File: src/rtl/snn_conv_scheduler.sv
// Timestep/position sequencer for the SNN convolution datapath: issues window jobs,
// reorders nothing (in-order PE), emits headers, result beats and a done token.
// Optional macro SNN_SCHED_PERF_EN adds perf_stall_cycles / perf_out_stall counters.
module snn_conv_scheduler #(
    parameter int IFMAP_DIM  = 25,
    parameter int FILTER_DIM = 5,
    parameter int OUT_DIM    = IFMAP_DIM - FILTER_DIM + 1,
    parameter int NUM_TS     = 2,
    parameter int ADDR_W     = 12,
    parameter int TS_W       = 2,
    parameter int MAX_OUT    = 4
) (
    input  logic              clk,
    input  logic              reset,
    input  logic              load_done,
    output logic              job_valid,
    input  logic              job_ready,
    output logic [TS_W-1:0]   job_ts,
    output logic [ADDR_W-1:0] job_ifmap_base,
    output logic [ADDR_W-1:0] job_out_addr,
    input  logic              res_valid,
    output logic              res_ready,
    input  logic              res_spike,
    output logic              hdr_valid,
    input  logic              hdr_ready,
    output logic [TS_W-1:0]   hdr_ts,
    output logic [1:0]        hdr_layer,
    output logic              out_valid,
    input  logic              out_ready,
    output logic [ADDR_W-1:0] out_addr,
    output logic              out_data,
    output logic              done_valid,
    input  logic              done_ready,
    output logic              busy
`ifdef SNN_SCHED_PERF_EN
    ,
    output logic [31:0]       perf_stall_cycles,
    output logic [31:0]       perf_out_stall
`endif
);

    localparam int CNT_W = $clog2(MAX_OUT + 1);
    localparam int PTR_W = (MAX_OUT > 1) ? $clog2(MAX_OUT) : 1;
    localparam int POS_W = (OUT_DIM > 1) ? $clog2(OUT_DIM) : 1;
    localparam logic [CNT_W-1:0]  MAX_CNT  = CNT_W'(MAX_OUT);
    localparam logic [PTR_W-1:0]  PTR_LAST = PTR_W'(MAX_OUT - 1);
    localparam logic [POS_W-1:0]  POS_LAST = POS_W'(OUT_DIM - 1);
    localparam logic [TS_W-1:0]   TS_LAST  = TS_W'(NUM_TS);
    // Moving from the last column of a row to column 0 of the next skips the filter overhang.
    localparam logic [ADDR_W-1:0] ROW_SKIP = ADDR_W'(IFMAP_DIM - OUT_DIM + 1);

    typedef enum logic [2:0] {
        ST_IDLE  = 3'd0,
        ST_HDR   = 3'd1,
        ST_ISSUE = 3'd2,
        ST_DRAIN = 3'd3,
        ST_DONE  = 3'd4
    } state_t;

    state_t            state_r;
    logic [TS_W-1:0]   ts_r;
    logic [POS_W-1:0]  row_r;
    logic [POS_W-1:0]  col_r;
    logic [ADDR_W-1:0] ifmap_base_r;
    logic [ADDR_W-1:0] job_addr_r;
    logic [CNT_W-1:0]  outstanding_r;
    logic [ADDR_W-1:0] fifo_r [MAX_OUT];
    logic [PTR_W-1:0]  wr_ptr_r;
    logic [PTR_W-1:0]  rd_ptr_r;
    logic              out_valid_r;
    logic [ADDR_W-1:0] out_addr_r;
    logic              out_data_r;
    logic              hdr_valid_r;
    logic              job_valid_r;
    logic              done_valid_r;
    logic              busy_r;

    logic              job_fire_s;
    logic              res_fire_s;
    logic              out_fire_s;
    logic              res_ready_s;
    logic              last_pos_s;
    logic [CNT_W-1:0]  outstanding_nxt_s;

    function automatic logic [PTR_W-1:0] ptr_inc(input logic [PTR_W-1:0] ptr);
        if (ptr == PTR_LAST) begin
            ptr_inc = {PTR_W{1'b0}};
        end else begin
            ptr_inc = ptr + PTR_W'(1);
        end
    endfunction

    // Handshake decode and next outstanding-job count.
    always_comb begin
        job_fire_s        = job_valid_r & job_ready;
        out_fire_s        = out_valid_r & out_ready;
        res_ready_s       = (state_r != ST_IDLE) && (outstanding_r != {CNT_W{1'b0}})
                            && (!out_valid_r || out_ready);
        res_fire_s        = res_ready_s & res_valid;
        last_pos_s        = (row_r == POS_LAST) && (col_r == POS_LAST);
        outstanding_nxt_s = outstanding_r;
        if (job_fire_s && !res_fire_s) begin
            outstanding_nxt_s = outstanding_r + CNT_W'(1);
        end else if (!job_fire_s && res_fire_s) begin
            outstanding_nxt_s = outstanding_r - CNT_W'(1);
        end else begin
            outstanding_nxt_s = outstanding_r;
        end
    end

    // Sequencer FSM, in-order address FIFO and output register.
    always_ff @(posedge clk) begin
        if (reset) begin
            state_r       <= ST_IDLE;
            ts_r          <= TS_W'(1);
            row_r         <= {POS_W{1'b0}};
            col_r         <= {POS_W{1'b0}};
            ifmap_base_r  <= {ADDR_W{1'b0}};
            job_addr_r    <= {ADDR_W{1'b0}};
            outstanding_r <= {CNT_W{1'b0}};
            wr_ptr_r      <= {PTR_W{1'b0}};
            rd_ptr_r      <= {PTR_W{1'b0}};
            out_valid_r   <= 1'b0;
            out_addr_r    <= {ADDR_W{1'b0}};
            out_data_r    <= 1'b0;
            hdr_valid_r   <= 1'b0;
            job_valid_r   <= 1'b0;
            done_valid_r  <= 1'b0;
            busy_r        <= 1'b0;
        end else begin
            outstanding_r <= outstanding_nxt_s;
            if (job_fire_s) begin
                fifo_r[wr_ptr_r] <= job_addr_r;
                wr_ptr_r         <= ptr_inc(wr_ptr_r);
            end
            if (res_fire_s) begin
                out_valid_r <= 1'b1;
                out_addr_r  <= fifo_r[rd_ptr_r];
                out_data_r  <= res_spike;
                rd_ptr_r    <= ptr_inc(rd_ptr_r);
            end else if (out_fire_s) begin
                out_valid_r <= 1'b0;
            end

            case (state_r)
                ST_IDLE: begin
                    if (load_done) begin
                        state_r      <= ST_HDR;
                        hdr_valid_r  <= 1'b1;
                        busy_r       <= 1'b1;
                        ts_r         <= TS_W'(1);
                        row_r        <= {POS_W{1'b0}};
                        col_r        <= {POS_W{1'b0}};
                        ifmap_base_r <= {ADDR_W{1'b0}};
                        job_addr_r   <= {ADDR_W{1'b0}};
                    end
                end
                ST_HDR: begin
                    if (hdr_ready) begin
                        hdr_valid_r <= 1'b0;
                        job_valid_r <= 1'b1;
                        state_r     <= ST_ISSUE;
                    end
                end
                ST_ISSUE: begin
                    if (job_fire_s && last_pos_s) begin
                        job_valid_r <= 1'b0;
                        state_r     <= ST_DRAIN;
                    end else begin
                        // Valid only ever drops here, and only right after the window fills.
                        job_valid_r <= (outstanding_nxt_s < MAX_CNT);
                        if (job_fire_s) begin
                            job_addr_r <= job_addr_r + ADDR_W'(1);
                            if (col_r == POS_LAST) begin
                                col_r        <= {POS_W{1'b0}};
                                row_r        <= row_r + POS_W'(1);
                                ifmap_base_r <= ifmap_base_r + ROW_SKIP;
                            end else begin
                                col_r        <= col_r + POS_W'(1);
                                ifmap_base_r <= ifmap_base_r + ADDR_W'(1);
                            end
                        end
                    end
                end
                ST_DRAIN: begin
                    if ((outstanding_r == {CNT_W{1'b0}}) && !out_valid_r) begin
                        if (ts_r < TS_LAST) begin
                            ts_r         <= ts_r + TS_W'(1);
                            row_r        <= {POS_W{1'b0}};
                            col_r        <= {POS_W{1'b0}};
                            ifmap_base_r <= {ADDR_W{1'b0}};
                            job_addr_r   <= {ADDR_W{1'b0}};
                            hdr_valid_r  <= 1'b1;
                            state_r      <= ST_HDR;
                        end else begin
                            done_valid_r <= 1'b1;
                            state_r      <= ST_DONE;
                        end
                    end
                end
                ST_DONE: begin
                    if (done_ready) begin
                        done_valid_r <= 1'b0;
                        busy_r       <= 1'b0;
                        state_r      <= ST_IDLE;
                    end
                end
                default: begin
                    state_r      <= ST_IDLE;
                    hdr_valid_r  <= 1'b0;
                    job_valid_r  <= 1'b0;
                    done_valid_r <= 1'b0;
                    busy_r       <= 1'b0;
                end
            endcase
        end
    end

    assign job_valid      = job_valid_r;
    assign job_ts         = ts_r;
    assign job_ifmap_base = ifmap_base_r;
    assign job_out_addr   = job_addr_r;
    assign res_ready      = res_ready_s;
    assign hdr_valid      = hdr_valid_r;
    assign hdr_ts         = ts_r;
    assign hdr_layer      = 2'd1;
    assign out_valid      = out_valid_r;
    assign out_addr       = out_addr_r;
    assign out_data       = out_data_r;
    assign done_valid     = done_valid_r;
    assign busy           = busy_r;

`ifdef SNN_SCHED_PERF_EN
    logic [31:0] perf_stall_r;
    logic [31:0] perf_out_stall_r;
    logic        stall_evt_s;
    logic        out_stall_evt_s;

    // Stall event decode.
    always_comb begin
        stall_evt_s     = (job_valid_r && !job_ready)
                          || ((state_r == ST_ISSUE) && (outstanding_r == MAX_CNT));
        out_stall_evt_s = out_valid_r && !out_ready;
    end

    // Saturating stall counters, cleared at the start of each run.
    always_ff @(posedge clk) begin
        if (reset || ((state_r == ST_IDLE) && load_done)) begin
            perf_stall_r     <= 32'd0;
            perf_out_stall_r <= 32'd0;
        end else begin
            if (stall_evt_s && (perf_stall_r != {32{1'b1}})) begin
                perf_stall_r <= perf_stall_r + 32'd1;
            end
            if (out_stall_evt_s && (perf_out_stall_r != {32{1'b1}})) begin
                perf_out_stall_r <= perf_out_stall_r + 32'd1;
            end
        end
    end

    assign perf_stall_cycles = perf_stall_r;
    assign perf_out_stall    = perf_out_stall_r;
`endif

endmodule
File: config.mk
export PLATFORM = sky130hd
export DESIGN_NAME = snn_conv_scheduler
export DESIGN_NICKNAME = d
export VERILOG_FILES = /design/src/rtl/snn_conv_scheduler.sv
export SDC_FILE = /design/constraint.sdc
export NUM_CORES = 1
export LEC_CHECK = 0
export ABC_AREA = 1
export CORE_AREA = 8 8 131 109
export DETAILED_ROUTE_END_ITERATION = 10
export DIE_AREA = 0 0 139 117
export PLACE_DENSITY = 0.65
export SETUP_SLACK_MARGIN = 0.15
export SLEW_MARGIN = 20
export SYNTH_ARGS = -nofsm -noshare
export SYNTH_HDL_FRONTEND = slang
export SYNTH_SLANG_ARGS = --single-unit
File: constraint.sdc
create_clock -name clk -period 4.66 [get_ports clk]
set_input_delay 1.165 -clock clk [delete_from_list [all_inputs] [get_ports clk]]
set_output_delay 1.165 -clock clk [all_outputs]
set_load 0.01 [all_outputs]
==> results of run 1 <==
## synthesized netlist by cell type, drive strengths merged
master / count
o22ai: 12
clkbuf: 13
o211ai: 1
nand4: 9
edfxtp: 48
dfxtp: 64
nand3: 33
inv: 53
nor3b: 3
xor2: 6
ha: 17
a211oi: 1
a21oi: 46
o21bai: 2
nand2: 149
o21ai: 41
xnor2: 6
a31oi: 1
a221oi: 1
a21o: 1
nor3: 4
conb: 2
or2: 3
buf: 13
nor2: 107
clkinv: 1
## worst max path at each step
stage	cells after the start	from	slack (ns)	to
after global placement	5	out_ready	1.04	res_ready
after global routing	5	out_ready	1.01	res_ready
after detailed placement	5	out_ready	1.05	res_ready
after floorplan	12	out_ready	1.84	job_valid$_SDFFE_PP0P_
after CTS	5	out_ready	1.05	res_ready
final	5	out_ready	1.05	res_ready
## stage by stage
step	hold slack (ns)	worst slack, ns	area (um^2)
after floorplan	0.4604	1.838	5333
after global placement	0.4534	1.044	5953
after detailed placement	0.4595	1.053	5953
after CTS	0.4716	1.047	6240
after global routing	0.4863	1.006	6240
final	0.4671	1.055	6240
## logic make-up after synthesis
| logic type | count (synthesis) | share of synthesized area [%] |
|---|---|---|
| other cells | 2 | 0.1408 |
| xor+xnor | 12 | 1.971 |
| fa+ha+maj | 17 | 3.989 |
| buf+inv | 80 | 6.945 |
| flops | 112 | 51.06 |
| simple gates | 308 | 25.06 |
| compound gates | 106 | 10.84 |
## cell type report
type | count | area (um^2) | area share [%]
Clock inverter | 6 | 57.56 | 0.9224
Clock buffer | 10 | 229.0 | 3.670
Multi-Input combinational cell | 445 | 2240 | 35.89
Timing Repair Buffer | 60 | 583.1 | 9.344
Tap cell | 156 | 195.2 | 3.128
Inverter | 54 | 212.7 | 3.409
Sequential cell | 112 | 2723 | 43.63
## where the power goes
group          internal (W)  switching, W  leakage [nW]
registers           0.00112      0.000100         0.950
clock network      0.000377      0.000375         0.141
logic              0.000325      0.000650          1.16
## sequential cells by signal, indices dropped and copies added, names as in the netlist, 2 cells and up
signal and flops:
state_r 3, job_out_addr 12, wr_ptr_r 2, job_ifmap_base 12
col_r 5, out_addr 12, row_r 5, fifo_r 48
hdr_ts 2, rd_ptr_r 2, outstanding_r 3
## worst min-delay path, cell delays in order, from the launching register on
cell and delay [ns]:
dfxtp_1 0.31, nand2_1 0.06, a21oi_1 0.05
## metal layers
metal | up-vias | part of all wire (%) | GRT usage [%]
met3 | 10 | 6.0 | 3.445
met4 | 0 | 1.2 | 5.470
met5 | - | 0 | 0
li1 | 2185 | - | -
met1 | 1947 | 50 | 21.76
met2 | 117 | 43 | 23.80
==> run_results.csv, run 1 <==
group,metric,value,unit
floorplan,core-area,12310,um^2
worst_setup_path,cpMaxStageDelayCell,"clkdlybuf4s50_1",
yosys,ys_types,40,
timing,relSlewSlack,36.89,%
global_route,grt_pass1_vias,3919,
clocking,post-cts-setup-buffers,0,
worst_setup_path,max_stage_delay,0.48,ns
layout,final_util,50.67,%
layout,drive_above_1_share,7.569,%
placement,place_hpwl,8.539,mm
yosys,syn_inst,637,
clocking,ctsResizeCount,0,
global_route,grt_first_pass_wirelength,20.21,mm
yosys,yosysSeqAreaShare,51.06,%
timing,worst_pin_slew,0.9431,ns
clocking,cts_tree,"built",
power_and_ir_drop,peakVddDrop,0.3027,mV
layout,nFillCells,1134,
layout,fin_nets,708,
yosys,synthTopCellsByArea,"edfxtp_1, dfxtp_1, nand2_1",
clocking,cts_root_buf,"clkbuf_16",
layout,syn2layout_area_growth,17.01,%
worst_setup_path,r2r_end,"job_valid$_SDFFE_PP0P_",
layout,final_cell_mix,"nand2_1, nor2_1, dfxtp_1",
placement,port_buffers,55,
worst_setup_path,critPathTopFamily,"buffers and inverters",
route,detail_route.first_pass.iterations,8,
global_route,grt_antenna_before_repair,0,
power_and_ir_drop,p_per_area,471.8,nW/um^2
yosys,syn_area_per_cell,8.371,um^2
clocking,cts_buffers,9,
floorplan,dieWidth,139,um
power_and_ir_drop,power,0.002944,W
clocking,clk_path_buf_depth,2,
worst_setup_path,path_buf_inv,2,
status,status,"complete, no violations",
floorplan,pin_count,58,
yosys,synth-seq-cells,112,
worst_setup_path,cp.required,3.49,ns
floorplan,row_count,37,
clocking,cts.sinks,112,
worst_setup_path,critPathArrivalTime,2.44,ns
route,num_vias,4259,
route,wl_per_cell,14.64,um
hold_path,worstHoldStart,"out_addr[7]$_SDFFE_PP0P_",
worst_setup_path,worst-setup-path-type,"input port to output pin",
clocking,clkSlewWorstSetupHoldPaths,0.07,ns
layout,instances_no_fill,843,
timing,fin_crit,3.605,ns
worst_setup_path,r2r_start,"outstanding_r[0]$_SDFFE_PP0P_",
route,drcViolationCount,0,
timing,max_freq,277.4,MHz
floorplan,dieHeight,117,um
global_route,grt_start_max_net_pins,43,
worst_setup_path,path_cells,"clkdlybuf4s50_1, or2_2, nand2_1, nor2_1, clkdlybuf4s50_1",
layout,diodes,0,
timing,drv_slew,0,
worst_setup_path,rrSetupSlack,2.24,ns
timing,rsz0062_at_grt,"false",
clocking,insertion_delay,0.35,ns
worst_setup_path,cp_common_cell,"clkdlybuf4s50_1",
global_route,overflow,0,
run,maxCapViolCount,0,
clocking,cts.htree.levels,3,
route,routed_via_density,5.052,
worst_setup_path,reg2reg_depth,15,
global_route,grt_usage,15.68,%
layout,final_common_cell,"nand2_1",
worst_setup_path,cp_max_fo,2,
yosys,yosysWarningCount,0,
floorplan,die_area,16260,um^2
timing,tns,0,ns
floorplan,initial_core_util,43.30,%
route,routed_wl,12.34,mm
placement,place.gp.congestion,0.7801,
power_and_ir_drop,p_leak,2.257,nW
route,ant_nets,0,
placement,dp.cells,827,
hold_path,hold_end,"out_addr[7]$_SDFFE_PP0P_",
worst_setup_path,startpoint_type,"input port",
yosys,syn_nets,663,
timing,fin_crit_sh,77.37,%
hold_path,hp-class,"register to register",
clocking,cts_hold_buffers,0,
yosys,yosysTopAreaCell,"edfxtp_1",
timing,setup_viol,0,
timing,skew,0.01069,ns
worst_setup_path,critical_path.endpoint_type,"output pin",
timing,hold_viol_final,0,
route,first_iter_violations,427,
yosys,synth_top_area_share,27.03,%
hold_path,min_delay_path_depth,2,
yosys,syn_area,5333,um^2
Power figures use the tool's default switching activity.
==> run 2: changes to the inputs <==
Settings changed: PLACE_DENSITY 0.65 to 0.68.
Clock period 4.66 ns to 3.1 ns, I/O delays scaled along.
==> run 2 against run 1 <==
  * Cell count is 0.47% higher
  * Core utilization is 0.72 points higher
  * Power is 56% higher
  * Sequential share of layout area is 0.61 points lower
  * Count of clock-buffer cells in the layout is 1 lower
  * Final area is 1.4% higher
  * Register-to-register slack worse by 1.4 ns
  * Clock skew is 0.0053 ns lower
  * Non-clock buffer count is 4 higher
  * Clock power is 76% higher
  * Highest routed layer unchanged
==> run_results.csv, run 2 (synthesized netlist as in run 1, its figures left out) <==
group,metric,value,unit
status,status,"complete, no violations",
layout,largest_reg_flops,48,
timing,fin_crit_sh,91.90,%
route,num_vias,4274,
layout,drive_above_1_share,8.249,%
route,ant_nets,0,
clocking,cts.sinks,112,
worst_setup_path,r2r_start,"state_r[1]$_SDFFE_PP0P_",
worst_setup_path,critPathTopFamily,"buffers and inverters",
hold_path,hp-class,"register to register",
placement,post-place-ws,0.2410,ns
worst_setup_path,path_depth,5,
route,detail_route.first_pass.iterations,4,
timing,rsz0062_at_grt,"false",
global_route,grt-busiest-layer,"met2",
timing,skew,0.005392,ns
power_and_ir_drop,peakVddDrop,0.5759,mV
clocking,cts.htree.levels,3,
clocking,post-cts-setup-buffers,0,
timing,fin_crit,2.849,ns
worst_setup_path,cp_max_fo,2,
route,wl_per_cell,14.35,um
floorplan,initial_core_util,43.30,%
timing,drv_slew,0,
global_route,met3_usage,4.297,%
floorplan,dieHeight,117,um
route,routed_wl,12.15,mm
worst_setup_path,path_buf_inv,2,
timing,worst_pin_slew,0.7279,ns
clocking,clk_path_buf_depth,2,
route,routed_via_density,5.046,
clocking,ctsResizeCount,0,
floorplan,dieWidth,139,um
placement,place_hpwl,8.258,mm
global_route,grt_usage,15.41,%
global_route,grt_first_pass_wirelength,20.13,mm
timing,worst_slack,0.2511,ns
worst_setup_path,cp.required,2.32,ns
global_route,grt_pass1_vias,4097,
timing,whs,0.4658,ns
layout,fin_nets,712,
layout,top_register,"fifo_r",
worst_setup_path,critical_path.endpoint_type,"output pin",
clocking,cts_buffers,9,
worst_setup_path,worstSetupEndpoint,"res_ready",
clocking,cts_root_buf,"clkbuf_16",
worst_setup_path,startpoint_type,"input port",
layout,final_cell_mix,"nand2_1, nor2_1, dfxtp_1",
timing,max_freq,351.0,MHz
worst_setup_path,critPathArrivalTime,2.07,ns
power_and_ir_drop,p_per_area,726.6,nW/um^2
worst_setup_path,worst-setup-path-type,"input port to output pin",
layout,final_common_cell,"nand2_1",
clocking,insertion_delay,0.35,ns
worst_setup_path,cpMaxStageDelayCell,"clkdlybuf4s50_1",
clocking,cts_tree,"built",
timing,setup_viol,0,
worst_setup_path,cp_common_cell,"clkdlybuf4s50_1",
floorplan,die_area,16260,um^2
worst_setup_path,reg2reg_depth,9,
worst_setup_path,max_stage_delay,0.49,ns
floorplan,core-area,12310,um^2
worst_setup_path,crit_start,"out_ready",
floorplan,row_count,37,
power_and_ir_drop,p_leak,2.298,nW
timing,relSlewSlack,51.42,%
placement,place.gp.congestion,0.8717,
layout,syn2layout_area_growth,18.68,%
floorplan,pin_count,58,
timing,tns,0,ns
clocking,cts_hold_buffers,0,
placement,port_buffers,55,
route,first_iter_violations,357,
global_route,grt_antenna_before_repair,0,
global_route,grtUsageMet1,19.01,%
run,maxCapViolCount,0,
layout,nFillCells,1131,
route,drcViolationCount,0,
global_route,overflow,0,
worst_setup_path,r2r_end,"col_r[3]$_SDFFE_PP0P_",
global_route,grt_start_max_net_pins,43,
timing,hold_viol_final,0,
clocking,clkSlewWorstSetupHoldPaths,0.07,ns
worst_setup_path,rrSetupSlack,0.89,ns
layout,final_util,51.39,%
global_route,grt_util_met2,26.81,%
worst_setup_path,path_cells,"clkdlybuf4s50_1, or2_2, nand2_1, nor2_1, clkdlybuf4s50_1",
layout,diodes,0,
## run 2: how the worst min path moves through the flow
| stage | endpoint | from | depth (start not counted) | slack (ns) |
|---|---|---|---|---|
| floorplan | outstanding_r[1]$_SDFFE_PP0P_ | outstanding_r[1]$_SDFFE_PP0P_ | 2 | 0.46 |
| global placement | out_data$_SDFFE_PP0P_ | out_data$_SDFFE_PP0P_ | 2 | 0.45 |
| CTS | out_addr[10]$_SDFFE_PP0P_ | out_addr[10]$_SDFFE_PP0P_ | 2 | 0.47 |
| detailed placement | out_addr[9]$_SDFFE_PP0P_ | out_addr[9]$_SDFFE_PP0P_ | 2 | 0.46 |
| global route | out_addr[9]$_SDFFE_PP0P_ | out_addr[9]$_SDFFE_PP0P_ | 2 | 0.49 |
| finish | out_addr[9]$_SDFFE_PP0P_ | out_addr[9]$_SDFFE_PP0P_ | 2 | 0.47 |
## run 2: layer usage
layer / wire [um] / vias up
met1: 5641 / 1991
li1: - / 2185
met2: 5818 / 92
met3: 642 / 6
met4: 49 / 0
met5: 0 / -
## run 2: tightest hold or removal path, stage by stage, from the launching register on
cell and delay [ns]:
dfxtp_1 0.31, nand2_1 0.06, a21oi_1 0.05
## run 2: power by group
part | internal, W | switching (W) | total (W)
clock | 0.000791 | 0.000527 | 0.00132
sequential | 0.00168 | 0.000131 | 0.00181
combinational | 0.000496 | 0.000975 | 0.00147
total | 0.00297 | 0.00163 | 0.00460
## run 2: layout make-up
type	count	area (um^2)	area share (%)
sequential	112	2723	43.02
multi-input combinational	445	2240	35.39
timing repair buffer	64	613.1	9.688
clock buffer	9	225.2	3.559
inverter	54	212.7	3.361
tap	156	195.2	3.084
clock inverter	7	120.1	1.898
## run 2: stage by stage
step	instances	total power, W	instance area (um^2)
2_1_floorplan	637	0.002989	5333
3_3_place_gp	831	0.003277	5983
3_5_place_dp	831	0.003325	5983
4_1_cts	847	0.004649	6329
5_1_grt	847	0.004893	6329
6_report	847	0.004599	6329
==> run 3: changes to the inputs <==
Settings changed: CORE_AREA 8 8 131 109 to 8 8 163 88, DIE_AREA 0 0 139 117 to 0 0 171 96, PLACE_DENSITY 0.68 to 0.66.
Clock period 3.1 ns to 2.85 ns, I/O delays scaled along.
==> run 3 against run 2 <==
  * Final area up 0.38%
  * Worst setup slack better by 0.083 ns
  * Register-to-register slack worse by 0.17 ns
  * First-iteration DRC count down 27%
  * Sequential share of layout area down 0.16 points
==> run_results.csv, run 3 (synthesized netlist as in run 1, its figures left out) <==
group,metric,value,unit
status,status,"complete, no violations",
clocking,cts_root_buf,"clkbuf_16",
global_route,overflow,0,
route,drcViolationCount,0,
layout,final-seq-area,2723,um^2
clocking,clkSlewWorstSetupHoldPaths,0.07,ns
timing,tns,0,ns
clocking,cts_tree,"built",
layout,syn2layout_area_growth,19.12,%
timing,drv_slew,0,
layout,final_util,52.10,%
global_route,grt_antenna_before_repair,0,
worst_setup_path,worst-setup-path-type,"input port to output pin",
worst_setup_path,cp_max_fo,2,
route,first_iter_violations,260,
layout,diodes,0,
clocking,cts.htree.levels,3,
timing,rsz0062_at_grt,"false",
power_and_ir_drop,p_leak,2.313,nW
timing,skew,0.006208,ns
run,maxCapViolCount,0,
floorplan,dieHeight,96,um
timing,fin_crit,2.516,ns
clocking,insertion_delay,0.35,ns
power_and_ir_drop,peakVddDrop,0.4265,mV
layout,multi_input_area,2240,um^2
layout,instances_no_fill,867,
timing,worst_pin_slew,0.7201,ns
route,ant_nets,0,
clocking,clk_path_buf_depth,2,
layout,top_register,"fifo_r",
route,detail_route.first_pass.iterations,5,
worst_setup_path,startpoint_type,"input port",
timing,relSlewSlack,51.94,%
placement,place.gp.congestion,0.8475,
layout,largest_reg_flops,48,
floorplan,die_area,16420,um^2
worst_setup_path,cp.required,2.14,ns
floorplan,pin_count,58,
worst_setup_path,critPathArrivalTime,1.80,ns
layout,final_common_cell,"nand2_1",
placement,port_buffers,55,
clocking,cts_buffers,9,
layout,drive_above_1_share,8.752,%
global_route,grt_usage,15.95,%
layout,fin_nets,718,
global_route,grt_first_pass_wirelength,20.54,mm
floorplan,row_count,29,
placement,place_hpwl,8.825,mm
route,wl_per_cell,14.76,um
placement,dp.cells,851,
floorplan,initial_core_util,43.74,%
timing,hold_viol_final,0,
route,routed_wl,12.80,mm
route,num_vias,4368,
clocking,cts.sinks,112,
global_route,grt_pass1_vias,4127,
power_and_ir_drop,p_per_area,771.1,nW/um^2
layout,nFillCells,1134,
hold_path,hp-class,"register to register",
worst_setup_path,critical_path.endpoint_type,"output pin",
floorplan,dieWidth,171,um
timing,max_freq,397.5,MHz
timing,fin_crit_sh,88.26,%
floorplan,core-area,12190,um^2
layout,final_cell_mix,"nand2_1, nor2_1, dfxtp_1",
global_route,grt_start_max_net_pins,43,
route,routed_via_density,5.038,
timing,setup_viol,0,
## run 3: cell count changes in the layout (fill, tap and decap cells not counted), sizes merged
cell,previous run,this run
buf,10,15
inv,53,56
bufinv,3,1
clkinv,3,1
clkbuf,9,10
dlygate4sd2,0,1
## run 3: layout make-up
type                            count  area share (%)
Tap cell                          170           3.348
Timing Repair Buffer               70           10.42
Clock inverter                      6           1.162
Clock buffer                       10           3.604
Sequential cell                   112           42.86
Multi-Input combinational cell    445           35.26
Inverter                           54           3.348
## run 3: critical path, cell delays in order
cell	delay (ns)
clkdlybuf4s50_1	0.39
or2_2	0.30
nand2_1	0.07
nor2_1	0.04
dlygate4sd2_1	0.29
## run 3: repair_timing
action	in CTS	in global routing
setup endpoints to repair	1	0
buffers inserted	0	0
gates resized for setup	1	0
hold buffers	0	0
## run 3: metrics by stage
step	instance area, um^2	worst slack [ns]	hold slack (ns)	total power (W)
global placement	6051	0.1368	0.4508	0.003593
CTS	6352	0.3290	0.4681	0.004939
detailed placement	6051	0.1345	0.4563	0.003650
floorplan	5333	0.4805	0.4604	0.003251
finish	6352	0.3345	0.4643	0.004898
global route	6352	0.3030	0.4887	0.005231
## run 3: report_power, final
group          switching (W)  total [W]  leakage [nW]  internal (W)
clock network       0.000595    0.00129         0.142      0.000695
logic                0.00108    0.00163          1.22      0.000551
registers           0.000154    0.00198         0.950       0.00183
## run 3: layer usage
metal  part of all wire [%]  track usage, %  vias to the layer above
li1                       -               -                     2204
met1                     50           22.07                     2036
met2                     43           24.31                      117
met3                    6.1           4.052                       11
met4                   0.98           4.889                        0
met5                      0               0                        -
## run 3: final timing paths
path | from | end | slack [ns] | depth (start not counted)
worst max-delay path | out_ready | res_ready | 0.33 | 5
worst min register to register | out_data$_SDFFE_PP0P_ | out_data$_SDFFE_PP0P_ | 0.46 | 2
worst min-delay path | out_data$_SDFFE_PP0P_ | out_data$_SDFFE_PP0P_ | 0.46 | 2
worst max register to register | state_r[0]$_SDFFE_PP0P_ | job_valid$_SDFFE_PP0P_ | 0.72 | 11
